--- config.mk ---
export PLATFORM = sky130hd
export DESIGN_NAME = conv_control
export DESIGN_NICKNAME = d
export VERILOG_FILES = /design/src/rtl/conv_control.sv
export SDC_FILE = /design/constraint.sdc
export NUM_CORES = 1
export LEC_CHECK = 0
export BUFFER_PORTS_ARGS = -buffer_cell sky130_fd_sc_hd__buf_4
export CELL_PAD_IN_SITES_DETAIL_PLACEMENT = 0
export CELL_PAD_IN_SITES_GLOBAL_PLACEMENT = 1
export CORE_UTILIZATION = 46
export DETAILED_ROUTE_END_ITERATION = 10
export GPL_ROUTABILITY_DRIVEN = 0
export GPL_TIMING_DRIVEN = 0
export PLACE_DENSITY_LB_ADDON = 0.15
export SLEW_MARGIN = 20
export SYNTH_ARGS = -nofsm -noshare
export SYNTH_HDL_FRONTEND = slang
export SYNTH_SLANG_ARGS = --single-unit
--- constraint.sdc ---
create_clock -name clk -period 6 [get_ports clk]
set_input_delay 0.6 -clock clk [delete_from_list [all_inputs] [get_ports clk]]
set_output_delay 0.6 -clock clk [all_outputs]
set_load 0.01 [all_outputs]
--- src/rtl/conv_control.sv ---
// conv_control
//   Loop-nest sequencer for a 2-D convolution engine. It walks the output
//   pixel position (k row, j column), the input channel (l) and the kernel
//   window (n row, m column). It advances one step on each clock edge where
//   en_ctrl is high, and it emits the signed input-image coordinate to fetch.
//
// Ports
//   clk      in   rising-edge clock
//   reset    in   asynchronous, active-low reset
//   en_ctrl  in   run/advance enable (level)
//   i        out  linear output-pixel index, 0..OUT_W*OUT_H-1
//   j, k     out  output column / row
//   m, n     out  kernel column / row
//   l        out  input channel
//   finish   out  sweep complete (registered)
//   in_row   out  signed input row    = k + n - PAD (combinational)
//   in_col   out  signed input column = j + m - PAD (combinational)
//   in_valid out  only when CONV_CTRL_BOUNDS_EN is defined. It is high while
//                 RUN and the coordinate lies inside the image.
//
// Optional feature macro: CONV_CTRL_BOUNDS_EN
module conv_control #(
    parameter int IMG_W = 8,
    parameter int IMG_H = 8,
    parameter int K_W   = 3,
    parameter int K_H   = 3,
    parameter int CH    = 1,
    parameter int PAD   = 1
) (
    input  logic              clk,
    input  logic              reset,
    input  logic              en_ctrl,
    output logic        [7:0] i,
    output logic        [7:0] j,
    output logic        [7:0] k,
    output logic        [7:0] m,
    output logic        [7:0] n,
    output logic        [1:0] l,
    output logic              finish,
    output logic signed [7:0] in_row,
    output logic signed [7:0] in_col
`ifdef CONV_CTRL_BOUNDS_EN
    ,
    output logic              in_valid
`endif
);

    localparam int OUT_W = IMG_W + 2 * PAD - K_W + 1;
    localparam int OUT_H = IMG_H + 2 * PAD - K_H + 1;

    localparam logic [7:0] M_MAX = 8'(K_W - 1);
    localparam logic [7:0] N_MAX = 8'(K_H - 1);
    localparam logic [1:0] L_MAX = 2'(CH - 1);
    localparam logic [7:0] J_MAX = 8'(OUT_W - 1);
    localparam logic [7:0] I_MAX = 8'(OUT_W * OUT_H - 1);

    typedef enum logic [1:0] {
        IDLE,
        RUN,
        DONE
    } state_t;

    state_t     state_q, state_d;
    logic [7:0] i_q, i_d;
    logic [7:0] j_q, j_d;
    logic [7:0] k_q, k_d;
    logic [7:0] m_q, m_d;
    logic [7:0] n_q, n_d;
    logic [1:0] l_q, l_d;
    logic       finish_q, finish_d;

    logic m_wrap, n_wrap, l_wrap, j_wrap, pix_end, last_iter;

    assign m_wrap    = (m_q == M_MAX);
    assign n_wrap    = (n_q == N_MAX);
    assign l_wrap    = (l_q == L_MAX);
    assign j_wrap    = (j_q == J_MAX);
    // The kernel window and all channels for this output pixel are consumed.
    assign pix_end   = m_wrap && n_wrap && l_wrap;
    // i reaches its maximum only on the last pixel, so k and j are at their
    // maximums too.
    assign last_iter = pix_end && (i_q == I_MAX);

    always_comb begin
        state_d  = state_q;
        i_d      = i_q;
        j_d      = j_q;
        k_d      = k_q;
        m_d      = m_q;
        n_d      = n_q;
        l_d      = l_q;
        finish_d = finish_q;

        unique case (state_q)
            IDLE: begin
                i_d      = '0;
                j_d      = '0;
                k_d      = '0;
                m_d      = '0;
                n_d      = '0;
                l_d      = '0;
                finish_d = 1'b0;
                // The edge that starts RUN does not advance, so the first
                // iteration is all-zero.
                if (en_ctrl) state_d = RUN;
            end
            RUN: begin
                if (en_ctrl) begin
                    if (last_iter) begin
                        // Counters hold their final values; they do not wrap.
                        state_d  = DONE;
                        finish_d = 1'b1;
                    end else begin
                        m_d = m_wrap ? '0 : m_q + 8'd1;
                        if (m_wrap) n_d = n_wrap ? '0 : n_q + 8'd1;
                        if (m_wrap && n_wrap) l_d = l_wrap ? '0 : l_q + 2'd1;
                        if (pix_end) begin
                            i_d = i_q + 8'd1;
                            j_d = j_wrap ? '0 : j_q + 8'd1;
                            if (j_wrap) k_d = k_q + 8'd1;
                        end
                    end
                end
            end
            DONE: begin
                finish_d = 1'b1;
                if (!en_ctrl) begin
                    state_d  = IDLE;
                    i_d      = '0;
                    j_d      = '0;
                    k_d      = '0;
                    m_d      = '0;
                    n_d      = '0;
                    l_d      = '0;
                    finish_d = 1'b0;
                end
            end
            default: state_d = IDLE;
        endcase
    end

    always_ff @(posedge clk or negedge reset) begin
        if (!reset) begin
            state_q  <= IDLE;
            i_q      <= '0;
            j_q      <= '0;
            k_q      <= '0;
            m_q      <= '0;
            n_q      <= '0;
            l_q      <= '0;
            finish_q <= 1'b0;
        end else begin
            state_q  <= state_d;
            i_q      <= i_d;
            j_q      <= j_d;
            k_q      <= k_d;
            m_q      <= m_d;
            n_q      <= n_d;
            l_q      <= l_d;
            finish_q <= finish_d;
        end
    end

    assign i      = i_q;
    assign j      = j_q;
    assign k      = k_q;
    assign m      = m_q;
    assign n      = n_q;
    assign l      = l_q;
    assign finish = finish_q;

    // Modulo-256 arithmetic gives the two's complement coordinate. It is
    // negative inside the top/left padding.
    assign in_row = $signed(k_q + n_q - 8'(PAD));
    assign in_col = $signed(j_q + m_q - 8'(PAD));

`ifdef CONV_CTRL_BOUNDS_EN
    // A clear sign bit makes the unsigned compare equal to the signed range test.
    assign in_valid = (state_q == RUN) &&
                      !in_row[7] && ($unsigned(in_row) < 8'(IMG_H)) &&
                      !in_col[7] && ($unsigned(in_col) < 8'(IMG_W));
`endif

endmodule

==> run_results.csv, run 1 <==
group,metric,value,unit
sta,hold_viol_final,0,
sta,setup_viol,0,
synth,synth_nets,456,
floorplan,io_pins,62,
worst_setup_path,crit_path_max_incr_delay,0.44,ns
floorplan,floorplan.rows,31,
status,outcome,"completed",
sta,finClkSkew,0.00668,ns
power,power_density,351,nW/µm²
floorplan,die_area,8030,µm²
sta,tightest_slew,0.799,ns
clocking,cts-hold-fix-buffers,0,
sta,finalWorstSetupSlack,2.84,ns
hold_path,hold_path_class,"in -> async",
worst_setup_path,crit_arrival,2.56,ns
clocking,post_cts_buffers,0,
global_route,grt_pass1_wl,14000,µm
clocking,clk_root_buffer_cell,"clkbuf_8",
synth,ys_warn_count,0,
detailed_routing,routed_wl,8700,µm
sta,fin_crit,3.16,ns
floorplan,start_util,0.482,
sta,slew_headroom,0.461,
placement,pre_cts_slack,3.16,ns
detailed_routing,drc,0,
placement,port_buffers,61,
detailed_routing,first_pass_iters,4,
synth,synth_area,3530,µm²
placement,dpl-instance-area,4110,µm²
clocking,htree_levels,2,
synth,ys.flop_type,"dfrtp_1",
floorplan,fp.dieW,89.6,µm
job,cap_violations,0,
detailed_routing,ant_nets,0,
worst_setup_path,critPathBufInv,3,
synth,synth-async-reset-ratio,1.00,
synth,synth.avg_cell_area,8.55,µm²
sta,fmax,0.316,GHz
global_route,grt_max_degree,46,
global_route,antenna_found_initial,0,
layout,drive_above_1_share,0.164,
worst_setup_path,cp_max_fo,5,
floorplan,die_h,89.6,µm
worst_setup_path,crit_required,5.40,ns
global_route,grt_pass1_vias,2880,
synth,ys_seq_area_frac,0.319,
sta,rsz0062_at_grt,"no",
global_route,grtUsageTotal,0.229,
detailed_routing,wl_per_cell,15.0,µm
detailed_routing,drt_iter0_markers,159,
layout,area_delta_synth_final,18.9,%
sta,setup_tns,0,ns
worst_setup_path,path_delay_family,"adder cells",
layout,fin_nets,524,
worst_setup_path,slowest_stage,"dfrtp_1",
power,leakage,2.02,nW
global_route,grt_overflow,0,
synth,yosysUniqueCellTypes,55,
layout,diodes,0,
clocking,clk_latency,0.30,ns
clocking,path_clk_slew,0.08,ns
placement,place_hpwl,6590,µm
worst_setup_path,crit_chain,"inv_1 > ha_1 > inv_1 > ha_1 > fa_1 > a21oi_1 > nor2_1 > nor2_1 > o21ai_0 > xnor2_1 > buf_4",
worst_setup_path,end_kind,"primary output",
worst_setup_path,crit_type,"reg -> out",
clocking,ctsResizeCount,0,
layout,design_area,4200,µm²
floorplan,core_area,7330,µm²
clocking,cts_sinks,45,
power,finalPower,0.00147,W
detailed_routing,vias_per_cell,5.66,
power,ir_worst_vdd,0.000134,V
synth,synth_edf_count,0,
clocking,clockBufferDepth,2,
sta,drv_slew,0,
synth,synth-seq-cells,45,
sta,finalCritPeriodShare,0.527,
synth,synthCells,413,
detailed_routing,num_vias,3281,
clocking,cts-buffers-inserted,5,
worst_setup_path,cp-start-kind,"register",
clocking,cts_tree,"yes",
-- path summary, 6_finish.rpt --
kind / startpoint / slack, ns / endpoint / depth (start not counted)
hold / removal: reset / 0.30 / k[7] / 1
hold reg to reg: finish / 0.52 / finish / 1
setup reg to reg: state_q[1] / 3.31 / k[3] / 7
max in group asynchronous: reset / 5.27 / k[1] / 1
setup / recovery: m[1] / 2.84 / in_col[7] / 11
min in group clk: finish / 0.52 / finish / 1
-- flip-flops by register name, indices dropped and copies added, names as in the netlist --
register and flops:
m 8, finish 1, k 8, state_q 2
i 8, j 8, l 2, n 8
-- layout make-up --
type	instances	area (µm²)
Fill cell	705	3130
Timing Repair Buffer	61	458
Sequential cell	45	1130
Inverter	61	229
Tap cell	99	124
Multi-Input combinational cell	294	2120
Buffer	13	51.3
Clock buffer	7	86.3
-- kinds of logic (layout without fill, tap and decap cells) --
| family | count (synthesis) | after routing | synth area share |
|---|---|---|---|
| and+or+nand+nor | 134 | 134 | 0.211 |
| AOI/OAI and AO/OA | 101 | 101 | 0.195 |
| buffers and inverters | 74 | 142 | 0.0794 |
| DFF | 45 | 45 | 0.319 |
| adders and majority gates | 40 | 40 | 0.146 |
| xor gates and xnor gates | 14 | 14 | 0.0347 |
| muxes | 5 | 5 | 0.0152 |
-- per-stage QoR --
| step | std cells | hold slack, ns | util |
|---|---|---|---|
| after floorplan | 413 | 0.304 | - |
| after CTS | 580 | 0.333 | 0.573 |
| after global routing | 580 | 0.354 | 0.573 |
| after global placement | 573 | 0.497 | 0.561 |
| final | 580 | 0.296 | 0.573 |
| after detailed placement | 573 | 0.509 | 0.561 |
-- cells in the final DEF, fill, tap and decap left out, types with 7 or more instances in the layout --
cell type	instances
clkbuf_1	11
inv_1	61
or4_1	8
a31oi_1	10
o21ai_0	17
a21oi_1	22
buf_4	61
a21o_1	7
dfrtp_1	45
ha_1	38
nor2_1	19
nand2_1	33
xnor2_1	10
and3_1	11
o211ai_1	14
nand3_1	23
-- power breakdown --
| group | internal (W) | total, W | switching (W) |
|---|---|---|---|
| sequential | 0.000329 | 0.000365 | 0.0000363 |
| combinational | 0.000401 | 0.000913 | 0.000512 |
| clock | 0.0000917 | 0.000197 | 0.000105 |
| total | 0.000822 | 0.00147 | 0.000653 |
-- layer usage --
metal  vias to the layer above  share of wire  GRT usage
li1                       1614              -          -
met1                      1572           0.49      0.335
met2                        87           0.45      0.362
met3                         8          0.051     0.0329
met4                         0         0.0089     0.0462
met5                         -              0          0
-- worst reg2reg max path, stage by stage (launching register included) --
cell      delay, ns
dfrtp_1        0.41
inv_1          0.08
ha_1           0.23
o311ai_0       0.73
clkbuf_1       0.49
buf_2          0.34
a21oi_1        0.10
nor3b_1        0.22
-- cell usage after synthesis, drive strengths merged (2+ instances only) --
| cell | n | share of area |
|---|---|---|
| o21ai | 17 | 0.024 |
| a22o | 3 | 0.0074 |
| ha | 38 | 0.13 |
| a21o | 7 | 0.015 |
| buf | 3 | 0.0039 |
| nand2 | 33 | 0.035 |
| nand3 | 23 | 0.033 |
| o211ai | 14 | 0.030 |
| and4 | 2 | 0.0050 |
| a32o | 2 | 0.0057 |
| o311ai | 4 | 0.0099 |
| dfrtp | 45 | 0.32 |
| nor2b | 4 | 0.0071 |
| o31ai | 6 | 0.013 |
| or3 | 2 | 0.0035 |
| a31oi | 10 | 0.018 |
| a21oi | 22 | 0.031 |
| fa | 2 | 0.011 |
| inv | 61 | 0.065 |
| nor2 | 19 | 0.020 |
| or4 | 9 | 0.020 |
| mux2i | 2 | 0.0057 |
| o221ai | 2 | 0.0050 |
| clkbuf | 10 | 0.011 |
| and3b | 2 | 0.0050 |
| xnor2 | 10 | 0.025 |
| nand3b | 2 | 0.0043 |
| nand2b | 6 | 0.011 |
| o21bai | 2 | 0.0043 |
| a221o | 2 | 0.0057 |
| and3 | 11 | 0.019 |
| xor2 | 4 | 0.0099 |
| nand4 | 5 | 0.0089 |
| nor3b | 3 | 0.0064 |
| nor3 | 5 | 0.0071 |
| nor4b | 3 | 0.0092 |
| mux2 | 3 | 0.0096 |
(Power assumes the default switching activity.)
==> run 2: changes to the inputs <==
--- a/config.mk
+++ b/config.mk
@@ -8,7 +8,7 @@
 export BUFFER_PORTS_ARGS = -buffer_cell sky130_fd_sc_hd__buf_4
 export CELL_PAD_IN_SITES_DETAIL_PLACEMENT = 0
 export CELL_PAD_IN_SITES_GLOBAL_PLACEMENT = 1
-export CORE_UTILIZATION = 46
+export CORE_UTILIZATION = 43
 export DETAILED_ROUTE_END_ITERATION = 10
 export GPL_ROUTABILITY_DRIVEN = 0
 export GPL_TIMING_DRIVEN = 0
==> constraint.sdc (replaced) <==
create_clock -name clk -period 3.15 [get_ports clk]
set_input_delay 0.315 -clock clk [delete_from_list [all_inputs] [get_ports clk]]
set_output_delay 0.315 -clock clk [all_outputs]
set_load 0.01 [all_outputs]
==> run 2 against run 1 <==
- routed wire length up 3.5%
- setup slack worse by 2.6 ns
- sequential power up 90%
- sequential share of layout area down 0.088 points
- clock power up 100%
- largest power group unchanged
- via count about the same
- total power up 93%
==> run_results.csv, run 2 (synthesized netlist as in run 1, its figures left out) <==
group,metric,value,unit
global_route,antenna_found_initial,0,
floorplan,io_pins,62,
global_route,gr-max-usage-layer,"met2",
global_route,grt_overflow,0,
clocking,path_clk_slew,0.10,ns
clocking,cts-buffers-inserted,5,
clocking,clk_latency,0.31,ns
floorplan,fp.dieW,92.6,µm
sta,finalCritPeriodShare,0.927,
clocking,htree_levels,2,
power,power_switching_share,0.447,
sta,setup_viol,0,
hold_path,hold_path_class,"in -> async",
worst_setup_path,cp_max_fo,5,
clocking,clk_root_buffer_cell,"clkbuf_8",
power,power.internal,0.00157,W
floorplan,die_h,92.6,µm
status,outcome,"completed",
clocking,cts_tree,"yes",
clocking,clockBufferDepth,2,
job,cap_violations,0,
sta,hold_viol_final,0,
floorplan,floorplan.rows,32,
detailed_routing,vias_per_cell,5.61,
sta,rsz0062_at_grt,"no",
floorplan,start_util,0.450,
clocking,cts-hold-fix-buffers,0,
detailed_routing,first_pass_iters,4,
power,seq_power_share,0.245,
layout,fin_util,0.537,
sta,setup_tns,0,ns
power,leakage,2.03,nW
power,combPwrFrac,0.614,
power,pwr-share-clk,0.141,
layout,final_cell_mix,"inv_1 (61), buf_4 (61), dfrtp_1 (45)",
detailed_routing,ant_nets,0,
detailed_routing,routed_wl,9000,µm
sta,fmax,0.342,GHz
layout,diodes,0,
worst_setup_path,end_kind,"primary output",
worst_setup_path,crit_arrival,2.60,ns
detailed_routing,drt_iter0_markers,134,
global_route,grt_max_degree,46,
sta,drv_slew,0,
layout,area_delta_synth_final,19.3,%
global_route,grt_pass1_vias,3013,
placement,port_buffers,61,
worst_setup_path,crit_required,2.83,ns
global_route,grt_util_met1,0.320,
power,ir_worst_vdd,0.000296,V
global_route,grtUsageTotal,0.220,
worst_setup_path,cp-start-kind,"register",
floorplan,core_area,7850,µm²
sta,slew_headroom,0.467,
clocking,post_cts_buffers,0,
worst_setup_path,crit_type,"reg -> out",
detailed_routing,drc,0,
placement,place_hpwl,6750,µm
global_route,grt_use_met2,0.345,
power,power_density,674,nW/µm²
clocking,ctsResizeCount,0,
detailed_routing,num_vias,3278,
clocking,cts_sinks,45,
detailed_routing,wl_per_cell,15.4,µm
layout,drive_above_1_share,0.168,
layout,fin_nets,524,
sta,fin_crit,2.92,ns
global_route,grtUsageMet3,0.0263,
global_route,grt_pass1_wl,14900,µm
sta,tightest_slew,0.789,ns
floorplan,die_area,8580,µm²
power,power.switching,0.00127,W
sta,finClkSkew,0.00770,ns
## run 2: changes by cell type in the layout (fill, tap and decap cells not counted)
cell / previous run / this run
clkinv_2: 0 / 1
clkbuf_1: 11 / 10
clkinv_4: 0 / 1
## run 2: stage by stage
stage	power, W	instances	instance area [µm²]	hold WS, ns	setup slack (ns)
global route	0.00307	584	4210	0.0599	0.0298
detailed placement	0.00245	576	4120	0.365	0.501
floorplan	0.00180	413	3530	0.0194	0.755
finish	0.00284	584	4210	0.00119	0.230
CTS	0.00286	584	4210	0.0293	0.223
global placement	0.00244	576	4120	0.375	0.475
## run 2: power by group through the flow
| stage | logic, W | clock network, W | registers (W) |
|---|---|---|---|
| finish | 0.00174 | 0.000402 | 0.000694 |
| floorplan | 0.00109 | 0 | 0.000710 |
| global route | 0.00194 | 0.000424 | 0.000705 |
| detailed placement | 0.00175 | 0 | 0.000705 |
| global placement | 0.00174 | 0 | 0.000701 |
| CTS | 0.00176 | 0.000408 | 0.000695 |
## run 2: layout make-up
class                      count  area (µm²)
sequential                    45        1130
clock buffer                   6        82.6
timing repair buffer          61         458
multi-input combinational    294        2120
fill                         777        3630
clock inverter                 2        13.8
buffer                        13        51.3
inverter                      61         229
tap                          102         128
## run 2: worst max-delay path, cell delays in order, from the launching register on
cell and delay (ns):
dfrtp_1 0.45, inv_1 0.09, ha_1 0.28, inv_1 0.04, ha_1 0.21, fa_1 0.41, a21oi_1 0.16, nor2_1 0.05
nor2_1 0.16, o21ai_0 0.14, xnor2_1 0.17, buf_4 0.14
## run 2: metal layers
| layer | vias to the layer above | share of wire |
|---|---|---|
| met5 | - | 0 |
| met4 | 0 | 0.015 |
| met3 | 11 | 0.044 |
| met2 | 106 | 0.45 |
| met1 | 1546 | 0.49 |
| li1 | 1615 | - |
## run 2: final timing paths
check	depth (start not counted)	endpoint	slack, ns	from
worst min-delay path	1	k[7]	0.001	reset
worst max-delay path	11	in_col[7]	0.23	m[1]
worst max register to register	8	l[1]	0.44	n[0]
max in group asynchronous	1	j[2]	2.76	reset
worst min register to register	1	finish	0.53	finish
min in group clk	4	finish	0.48	en_ctrl
